File: src/rtl/regfile_wb_arbiter_pkg.sv
// regfile_wb_arbiter_pkg: shared register-file sizing and grant encoding used across the writeback slice.
package regfile_wb_arbiter_pkg;
    localparam int DATA_BUS_WIDTH_D    = 16;
    localparam int REGFILE_ADDR_BITS_D = 4;
    localparam int NUM_REGISTERS_D     = 1 << REGFILE_ADDR_BITS_D;
    typedef enum logic {
        GRANT_A = 1'b0,
        GRANT_B = 1'b1
    } grant_e;
endpackage

File: src/rtl/regfile_wb_arbiter_if.sv
// regfile_wb_arbiter_if: writeback requesters, decode issue, hazard query and register file write port.
interface regfile_wb_arbiter_if
    import regfile_wb_arbiter_pkg::*;
#(
    parameter int DW = DATA_BUS_WIDTH_D,
    parameter int AW = REGFILE_ADDR_BITS_D
);
    logic          a_valid;
    logic [AW-1:0] a_addr;
    logic [DW-1:0] a_data;
    logic          a_ready;
    logic          b_valid;
    logic [AW-1:0] b_addr;
    logic [DW-1:0] b_data;
    logic          b_ready;
    logic          issue_valid;
    logic [AW-1:0] issue_addr;
    logic          issue_ready;
    logic [AW-1:0] rd_addr1;
    logic [AW-1:0] rd_addr2;
    logic          hazard1;
    logic          hazard2;
    logic          wr_enable;
    logic [AW-1:0] wr_addr;
    logic [DW-1:0] wr_data;
    modport master (
        output a_valid, a_addr, a_data, b_valid, b_addr, b_data,
               issue_valid, issue_addr, rd_addr1, rd_addr2,
        input  a_ready, b_ready, issue_ready, hazard1, hazard2,
               wr_enable, wr_addr, wr_data
    );
    modport slave (
        input  a_valid, a_addr, a_data, b_valid, b_addr, b_data,
               issue_valid, issue_addr, rd_addr1, rd_addr2,
        output a_ready, b_ready, issue_ready, hazard1, hazard2,
               wr_enable, wr_addr, wr_data
    );
endinterface

File: src/rtl/regfile_scoreboard.sv
// regfile_scoreboard: per-register busy bits set by issue, cleared by writeback, plus read hazard detection.
module regfile_scoreboard
    import regfile_wb_arbiter_pkg::*;
#(
    parameter int REGFILE_ADDR_BITS = REGFILE_ADDR_BITS_D,
    parameter int NUM_REGISTERS     = NUM_REGISTERS_D
) (
    input  logic                         clk,
    input  logic                         rst,
    input  logic                         set_en,
    input  logic [REGFILE_ADDR_BITS-1:0] set_addr,
    input  logic                         clr_en,
    input  logic [REGFILE_ADDR_BITS-1:0] clr_addr,
    input  logic [REGFILE_ADDR_BITS-1:0] issue_addr,
    input  logic [REGFILE_ADDR_BITS-1:0] rd_addr1,
    input  logic [REGFILE_ADDR_BITS-1:0] rd_addr2,
    input  logic                         wr_enable,
    input  logic [REGFILE_ADDR_BITS-1:0] wr_addr,
    output logic                         issue_ok,
    output logic                         hazard1,
    output logic                         hazard2
);
    logic [NUM_REGISTERS-1:0] busy, set_vec, clr_vec;
    assign set_vec = set_en ? NUM_REGISTERS'(1) << set_addr : '0;
    assign clr_vec = clr_en ? NUM_REGISTERS'(1) << clr_addr : '0;
    // set is ORed in after the clear so a same-cycle reservation survives; bit 0 is masked off
    always_ff @(posedge clk) begin
        busy <= rst ? '0 : (set_vec | (busy & ~clr_vec)) & ~NUM_REGISTERS'(1);
    end
    assign issue_ok = !busy[issue_addr] || issue_addr == '0;
    // the write still in flight to the register file counts as a hazard until it commits
    assign hazard1  = rd_addr1 != '0 && (busy[rd_addr1] || (wr_enable && wr_addr == rd_addr1));
    assign hazard2  = rd_addr2 != '0 && (busy[rd_addr2] || (wr_enable && wr_addr == rd_addr2));
endmodule

File: src/rtl/regfile_wb_arbiter.sv
// regfile_wb_arbiter: round-robin arbitration of ALU/memory writebacks into a registered register file
// write port, with a destination scoreboard for decode.
module regfile_wb_arbiter
    import regfile_wb_arbiter_pkg::*;
#(
    parameter int DATA_BUS_WIDTH    = DATA_BUS_WIDTH_D,
    parameter int REGFILE_ADDR_BITS = REGFILE_ADDR_BITS_D,
    parameter int NUM_REGISTERS     = NUM_REGISTERS_D
) (
    input logic                clk,
    input logic                rst,
    regfile_wb_arbiter_if.slave bus
);
    grant_e                       last_grant;
    logic                         a_fire, b_fire, fire, issue_ok, wr_enable_q;
    logic [REGFILE_ADDR_BITS-1:0] win_addr, wr_addr_q;
    logic [DATA_BUS_WIDTH-1:0]    win_data, wr_data_q;
    assign bus.a_ready = !rst && bus.a_valid && (!bus.b_valid || last_grant == GRANT_B);
    assign bus.b_ready = !rst && bus.b_valid && (!bus.a_valid || last_grant == GRANT_A);
    assign bus.issue_ready = !rst && issue_ok;
    assign a_fire   = bus.a_valid && bus.a_ready;
    assign b_fire   = bus.b_valid && bus.b_ready;
    assign fire     = a_fire || b_fire;
    assign win_addr = a_fire ? bus.a_addr : bus.b_addr;
    assign win_data = a_fire ? bus.a_data : bus.b_data;
    always_ff @(posedge clk) begin
        if (rst) begin
            last_grant  <= GRANT_B;
            wr_enable_q <= 1'b0;
            wr_addr_q   <= '0;
            wr_data_q   <= '0;
        end else begin
            wr_enable_q <= fire && win_addr != '0;
            if (fire) begin
                last_grant <= b_fire ? GRANT_B : GRANT_A;
                wr_addr_q  <= win_addr;
                wr_data_q  <= win_data;
            end
        end
    end
    assign bus.wr_enable = wr_enable_q;
    assign bus.wr_addr   = wr_addr_q;
    assign bus.wr_data   = wr_data_q;
    regfile_scoreboard #(
        .REGFILE_ADDR_BITS(REGFILE_ADDR_BITS),
        .NUM_REGISTERS    (NUM_REGISTERS)
    ) u_scoreboard (
        .clk       (clk),
        .rst       (rst),
        .set_en    (bus.issue_valid && bus.issue_ready && bus.issue_addr != '0),
        .set_addr  (bus.issue_addr),
        .clr_en    (fire),
        .clr_addr  (win_addr),
        .issue_addr(bus.issue_addr),
        .rd_addr1  (bus.rd_addr1),
        .rd_addr2  (bus.rd_addr2),
        .wr_enable (wr_enable_q),
        .wr_addr   (wr_addr_q),
        .issue_ok  (issue_ok),
        .hazard1   (bus.hazard1),
        .hazard2   (bus.hazard2)
    );
endmodule

File: src/flat_wrapper.sv
// flat-port wrapper written by rule: the top's interface ports become plain ports
module regfile_wb_arbiter_flat import regfile_wb_arbiter_pkg::*;
#(
    parameter int DATA_BUS_WIDTH    = DATA_BUS_WIDTH_D,
    parameter int REGFILE_ADDR_BITS = REGFILE_ADDR_BITS_D,
    parameter int NUM_REGISTERS     = NUM_REGISTERS_D
)
  (clk, rst, bus_a_valid, bus_a_addr, bus_a_data, bus_b_valid, bus_b_addr, bus_b_data, bus_issue_valid, bus_issue_addr, bus_rd_addr1, bus_rd_addr2, bus_a_ready, bus_b_ready, bus_issue_ready, bus_hazard1, bus_hazard2, bus_wr_enable, bus_wr_addr, bus_wr_data);
  regfile_wb_arbiter_if bus_i ();
  input logic clk;
  input logic rst;
  input wire logic [$bits(bus_i.a_valid)-1:0] bus_a_valid;
  input wire logic [$bits(bus_i.a_addr)-1:0] bus_a_addr;
  input wire logic [$bits(bus_i.a_data)-1:0] bus_a_data;
  input wire logic [$bits(bus_i.b_valid)-1:0] bus_b_valid;
  input wire logic [$bits(bus_i.b_addr)-1:0] bus_b_addr;
  input wire logic [$bits(bus_i.b_data)-1:0] bus_b_data;
  input wire logic [$bits(bus_i.issue_valid)-1:0] bus_issue_valid;
  input wire logic [$bits(bus_i.issue_addr)-1:0] bus_issue_addr;
  input wire logic [$bits(bus_i.rd_addr1)-1:0] bus_rd_addr1;
  input wire logic [$bits(bus_i.rd_addr2)-1:0] bus_rd_addr2;
  output wire logic [$bits(bus_i.a_ready)-1:0] bus_a_ready;
  output wire logic [$bits(bus_i.b_ready)-1:0] bus_b_ready;
  output wire logic [$bits(bus_i.issue_ready)-1:0] bus_issue_ready;
  output wire logic [$bits(bus_i.hazard1)-1:0] bus_hazard1;
  output wire logic [$bits(bus_i.hazard2)-1:0] bus_hazard2;
  output wire logic [$bits(bus_i.wr_enable)-1:0] bus_wr_enable;
  output wire logic [$bits(bus_i.wr_addr)-1:0] bus_wr_addr;
  output wire logic [$bits(bus_i.wr_data)-1:0] bus_wr_data;
  assign bus_i.a_valid = bus_a_valid;
  assign bus_i.a_addr = bus_a_addr;
  assign bus_i.a_data = bus_a_data;
  assign bus_i.b_valid = bus_b_valid;
  assign bus_i.b_addr = bus_b_addr;
  assign bus_i.b_data = bus_b_data;
  assign bus_i.issue_valid = bus_issue_valid;
  assign bus_i.issue_addr = bus_issue_addr;
  assign bus_i.rd_addr1 = bus_rd_addr1;
  assign bus_i.rd_addr2 = bus_rd_addr2;
  assign bus_a_ready = bus_i.a_ready;
  assign bus_b_ready = bus_i.b_ready;
  assign bus_issue_ready = bus_i.issue_ready;
  assign bus_hazard1 = bus_i.hazard1;
  assign bus_hazard2 = bus_i.hazard2;
  assign bus_wr_enable = bus_i.wr_enable;
  assign bus_wr_addr = bus_i.wr_addr;
  assign bus_wr_data = bus_i.wr_data;
  regfile_wb_arbiter #(.DATA_BUS_WIDTH(DATA_BUS_WIDTH), .REGFILE_ADDR_BITS(REGFILE_ADDR_BITS), .NUM_REGISTERS(NUM_REGISTERS)) u_core (.clk(clk), .rst(rst), .bus(bus_i));
endmodule
File: config.mk
export PLATFORM = sky130hd
export DESIGN_NAME = regfile_wb_arbiter_flat
export DESIGN_NICKNAME = d
export VERILOG_FILES = /design/src/rtl/regfile_wb_arbiter_pkg.sv /design/src/rtl/regfile_wb_arbiter_if.sv /design/src/rtl/regfile_scoreboard.sv /design/src/rtl/regfile_wb_arbiter.sv /design/src/flat_wrapper.sv
export SDC_FILE = /design/constraint.sdc
export NUM_CORES = 1
export LEC_CHECK = 0
export BUFFER_PORTS_ARGS = -buffer_cell sky130_fd_sc_hd__buf_2
export CELL_PAD_IN_SITES_DETAIL_PLACEMENT = 1
export CELL_PAD_IN_SITES_GLOBAL_PLACEMENT = 2
export CORE_UTILIZATION = 29
export DETAILED_ROUTE_END_ITERATION = 10
export PLACE_DENSITY = 0.79
export SLEW_MARGIN = 40
export SYNTH_ARGS = -nofsm -noshare
export SYNTH_HDL_FRONTEND = slang
export SYNTH_SLANG_ARGS = --single-unit
File: constraint.sdc
create_clock -name clk -period 2.2 [get_ports clk]
set_input_delay 0.44 -clock clk [delete_from_list [all_inputs] [get_ports clk]]
set_output_delay 0.44 -clock clk [all_outputs]
set_load 0.1 [all_outputs]
Yosys cells after proc, flatten, opt, wreduce, memory -nomap -nowiden
Cells that the tools add are included.
{ "classes": {"eq_ne": 2, "order_cmp": 3, "reduce_logical": 29, "n_mux": 11, "bitwise": 4, "shifts": 2} }
{ "ops": {"columns": ["operator", "n"], "rows": [
  ["2-to-1 mux 16 bit", 3],
  ["left shift 1 x 4 -> 16 bit, first input constant", 2],
  ["bitwise AND 16 bit", 1],
  ["inverter 16 bit", 1],
  ["OR 16 bit", 1],
  ["nonzero test 4 bit", 4],
  ["less-than comparator 4 x 5 -> 1 bit, second input constant", 3],
  ["logical AND 1 bit", 14],
  ["binary-select mux 1 bit (select 4 bit)", 3],
  ["== test 4 bit", 2],
  ["logical OR 1 bit", 6],
  ["logical NOT 1 bit", 4],
  ["logical NOT 4 bit", 1],
  ["2-to-1 mux 1 bit", 4],
  ["2-to-1 mux 4 bit", 1],
  ["inverter 1 bit", 1]
]} }
{ "word_totals": {"register_bits": 37, "inputBits": 57, "output_inout_bits": 26, "elab_cells": 56} }

Longest topological paths before layout
{ "logic_depth": {"depth_word": 10, "ltp_mapped": 7, "mapped_depth_nobuf": 4} }

Hierarchy
A second synthesis with hierarchy kept.
{ "hier_totals": {"hier_cells": 261, "hier_area_um2": 2255.9} }
{ "modules_own_cells": {"columns": ["module", "seq_area_each_um2", "area_per_inst_um2", "n_inst", "cells_per_inst"], "rows": [
  ["regfile_wb_arbiter", 440.4, 1148.6, 1, 140],
  ["regfile_scoreboard", 300.3, 1107.3, 1, 121]
]} }

Worst setup path before layout
Ideal clock, no wire load.
{ "synth_path": {"path_type": "input to output", "from": "in bus_issue_addr[0]", "to": "out bus_issue_ready", "cell_stages": 5, "arrival_time_ns": 3.480, "path_slack_ns": -1.720, "required_time_ns": 1.760, "cell_sequence": "buf_4 -> mux4_2 -> nand2_1 -> a21oi_1 -> a211oi_1"} }
{ "synth_between": {"elab_chain_cells": 5} }
{ "synth_lines": {"columns": ["item", "line", "text"], "rows": [
  ["from (decl)", "flat_wrapper.sv:19", "input wire logic [$bits(bus_i.issue_addr)-1:0] bus_issue_addr;"],
  ["binary-select mux 1 bit (select 4 bit)", "regfile_scoreboard.sv:30", "assign issue_ok = !busy[issue_addr] || issue_addr == '0;"],
  ["2-to-1 mux 1 bit (implied by the code)", "regfile_scoreboard.sv:30", null],
  ["logical NOT 1 bit", "regfile_scoreboard.sv:30", null],
  ["logical OR 1 bit *", "regfile_scoreboard.sv:30", null],
  ["logical AND 1 bit *", "regfile_wb_arbiter.sv:20", "assign bus.issue_ready = !rst && issue_ok;"],
  ["to (decl)", "flat_wrapper.sv:24", "output wire logic [$bits(bus_i.issue_ready)-1:0] bus_issue_ready;"]
]} }
Every way passes the cells marked *; elsewhere a longest branch is shown, timed or not. The select of a mux whose other input is x is not followed.

Worst setup path in the final report
{ "layout_path": {"from": "reg u_core.u_scoreboard.busy[7]", "to": "out bus_hazard2"} }
{ "layout_between": {"elab_chain_cells": 4} }
{ "layout_lines": {"columns": ["item", "line", "text"], "rows": [
  ["from (decl)", "regfile_scoreboard.sv:23", "logic [NUM_REGISTERS-1:0] busy, set_vec, clr_vec;"],
  ["from (signal assigned)", "regfile_scoreboard.sv:28", "busy <= rst ? '0 : (set_vec | (busy & ~clr_vec)) & ~NUM_REGISTERS'(1);"],
  ["binary-select mux 1 bit (select 4 bit)", "regfile_scoreboard.sv:33", "assign hazard2 = rd_addr2 != '0 && (busy[rd_addr2] || (wr_enable && wr_addr == rd_addr2));"],
  ["2-to-1 mux 1 bit (implied by the code)", "regfile_scoreboard.sv:33", null],
  ["logical OR 1 bit", "regfile_scoreboard.sv:33", null],
  ["logical AND 1 bit", "regfile_scoreboard.sv:33", null],
  ["to (decl)", "flat_wrapper.sv:26", "output wire logic [$bits(bus_i.hazard2)-1:0] bus_hazard2;"]
]} }
Every way passes these cells. The select of a mux whose other input is x is not followed.

==> out/results.tsv <==
metric	value	unit
grt_max_degree	21	
synth_top_flop_cell	dfxtp_1	
portBuffers	82	
n_antenna_cell	0	
power.density	646	nW/um^2
fmax	455	MHz
yosysWarnings	0	
finalWorstSetupSlack	0.00387	ns
overflow	0	
grt_usage	18.9	%
yosys_register_bits	37	
syn_to_final_growth	34.3	%
place_congestion	0.879	
cp-end-kind	primary output	
setup_viol	0	
peakVddDrop	0.266	mV
antenna_found_initial	0	
cts_max_level	2	
path_clk_slew	0.08	ns
grt_pass1_wl	12600	microns
max_stage_delay	0.46	ns
final_nets	416	
p_leak	1.29	nW
cts_made_buffers	5	
utilization	41.2	%
antenna_left	0	
clk_latency	0.29	ns
fp.dieW	93.3	microns
min_path_type	input port to flop	
syn-instance-count	276	
cts_max_path_buffers	2	
rsz0062_at_grt	true	
drc	0	
hpwl	6420	microns
finClkSkew	0.00536	ns
viasPerCell	5.42	
wl_per_cell	17.4	microns
synthArstFlopShare	0	%
design_area	3250	sq um
place_inst	452	
wl	8020	microns
core_area	7890	sq um
maxCapViolations	0	
die_area	8710	sq um
cp.required	1.76	ns
fp-row-count	32	
cp_slowest_cell	mux4_2	
syn-cell-area	2420	sq um
instances_no_fill	462	
min_period_over_period	99.8	%
relSlewSlack	58.5	%
path_cells	mux2i_1 -> mux4_2 -> mux2_4 -> o21ai_4 -> buf_12	
grt_pass1_vias	2366	
critPathKind	flop to primary output	
syn_avg_cell_area	8.77	sq um
arrival	1.76	ns
period_minus_slack	2.20	ns
slew_viol_final	0	
post_dp_cell_area	3070	sq um
tritoncts	yes	
drt_first_pass_iters	4	
hold_buffers	0	
pin_count	83	
start_kind	flop	
dpl_worst_slack	0.00324	ns
cp_max_fo	4	
first_iter_violations	150	
synth_edf_count	0	
vias	2505	
status	completed	
drive_above_1_share	42.8	%
cts_root_buf	clkbuf_8	
tightest_slew	0.619	ns
ys_seq_area_share	30.6	%
start_util	30.7	%
finalHoldViolCount	0	
synth_nets	333	
cts.sinks	37	
die_h	93.3	microns
synth_cell_types	51	
## synth_stat cells, types with 2 or more instances
library cell	count	area, sq um
nor3_1	8	40.0
nor2b_1	3	18.8
a211o_1	4	35.0
buf_2	6	30.0
nand4_1	8	50.1
a32o_1	3	30.0
o2111ai_1	3	26.3
o32ai_1	3	26.3
a31oi_1	2	12.5
a21oi_1	19	95.1
dfxtp_1	37	741
a311oi_1	5	43.8
nor2_2	2	12.5
nor2_1	7	26.3
nand2b_1	3	18.8
buf_6	5	56.3
a32oi_1	2	17.5
nor4_2	2	25.0
a22oi_1	15	113
clkbuf_1	10	37.5
a211oi_1	6	45.0
mux2_2	3	33.8
inv_1	12	45.0
xnor2_1	6	52.6
o21ai_0	11	55.1
buf_4	2	15.0
and2_1	3	18.8
mux2i_1	8	80.1
nor4b_1	2	17.5
o211ai_1	6	45.0
nand2_1	38	143
mux4_2	8	180
a222oi_1	3	30.0
nand4b_1	3	26.3
nor2b_4	2	27.5
## final timing paths
| path | start | slack, ns | end | cells after the start |
|---|---|---|---|---|
| worst max-delay path | u_core.u_scoreboard.busy[7]$_SDFF_PP0_ | 0.004 | bus_hazard2 | 5 |
| worst min register to register | u_core.bus.wr_data[13]$_SDFFE_PP0P_ | 0.45 | u_core.bus.wr_data[13]$_SDFFE_PP0P_ | 2 |
| worst min-delay path | bus_a_data[2] | 0.37 | u_core.bus.wr_data[2]$_SDFFE_PP0P_ | 3 |
| worst max register to register | u_core.last_grant$_SDFFE_PP1P_ | 0.29 | u_core.u_scoreboard.busy[12]$_SDFF_PP0_ | 4 |
## registers in the layout, indices dropped and copies added (netlist names)
signal	flops
u_core.last_grant	1
u_core.bus.wr_data	16
u_core.bus.wr_enable	1
u_core.bus.wr_addr	4
u_core.u_scoreboard.busy	15
## routing by layer
metal	GRT usage [%]	part of all wire, %	vias to the layer above	wire length, microns
met4	4.23	0.92	0	74
met5	0	0	-	0
li1	-	-	1226	-
met1	26.0	46	1207	3720
met2	31.3	48	66	3860
met3	2.52	4.5	6	358
## stage by stage
step | total power, W | setup TNS (ns) | hold slack, ns
after floorplan | 0.00122 | -0.262 | 0.468
after global placement | 0.00139 | 0 | 0.440
after detailed placement | 0.00140 | 0 | 0.443
after CTS | 0.00211 | -0.00508 | 0.362
after global routing | 0.00218 | -0.134 | 0.371
final | 0.00210 | 0 | 0.366
## final cells by class
class | instances | area, sq um
fillers | 943 | 4640
multi-input cells | 203 | 1550
flip-flops and latches | 37 | 768
repair buffers | 99 | 616
well taps | 102 | 128
clock buffers | 5 | 68.8
clock inverters | 3 | 68.8
inverters | 13 | 48.8
## cells by family (layout without fill, tap and decap cells)
| group | after synthesis | count (layout) | synth area share (%) |
|---|---|---|---|
| AND/OR/NAND/NOR | 86 | 86 | 19.4 |
| XOR/XNOR | 6 | 6 | 2.17 |
| buffers and inverters | 36 | 120 | 7.76 |
| multiplexers | 20 | 20 | 12.8 |
| AO/OA/AOI/OAI | 91 | 91 | 27.3 |
| flip-flops | 37 | 37 | 30.6 |
## placed cells by master, fill, tap and decap left out, types with 4 or more instances in the layout
| cell | n |
|---|---|
| inv_1 | 12 |
| dfxtp_1 | 21 |
| a311oi_1 | 5 |
| o21ai_0 | 9 |
| a211oi_1 | 4 |
| nor2_1 | 6 |
| nor3_1 | 8 |
| clkbuf_8 | 5 |
| dfxtp_2 | 13 |
| nand4_1 | 8 |
| buf_12 | 5 |
| a211o_1 | 4 |
| mux2i_1 | 8 |
| nand2_1 | 38 |
| xnor2_1 | 6 |
| o211ai_1 | 6 |
| mux4_2 | 8 |
| a21oi_1 | 18 |
| buf_4 | 17 |
| a22oi_1 | 15 |
| buf_2 | 76 |
## critical path, delay by kind of cell (launching register included)
family | cells | cell delay (ns)
muxes | 3 | 0.84
AOI/OAI and AO/OA | 1 | 0.07
buffers and inverters | 1 | 0.19
DFF | 1 | 0.37
## where the power goes
group          switching, W  internal [W]
registers         0.0000352      0.000707
clock network      0.000263      0.000456
logic              0.000446      0.000192
total              0.000744       0.00136
## repair_timing
item                                    in CTS  in global routing
buffers inserted                             1                  1
resized for setup                           11                  6
pin swaps                                    1                  2
endpoints found under the hold margin        0                  0
cloned                                       0                  0
endpoints found under the setup margin       3                  3
Power figures use the tool's default switching activity.
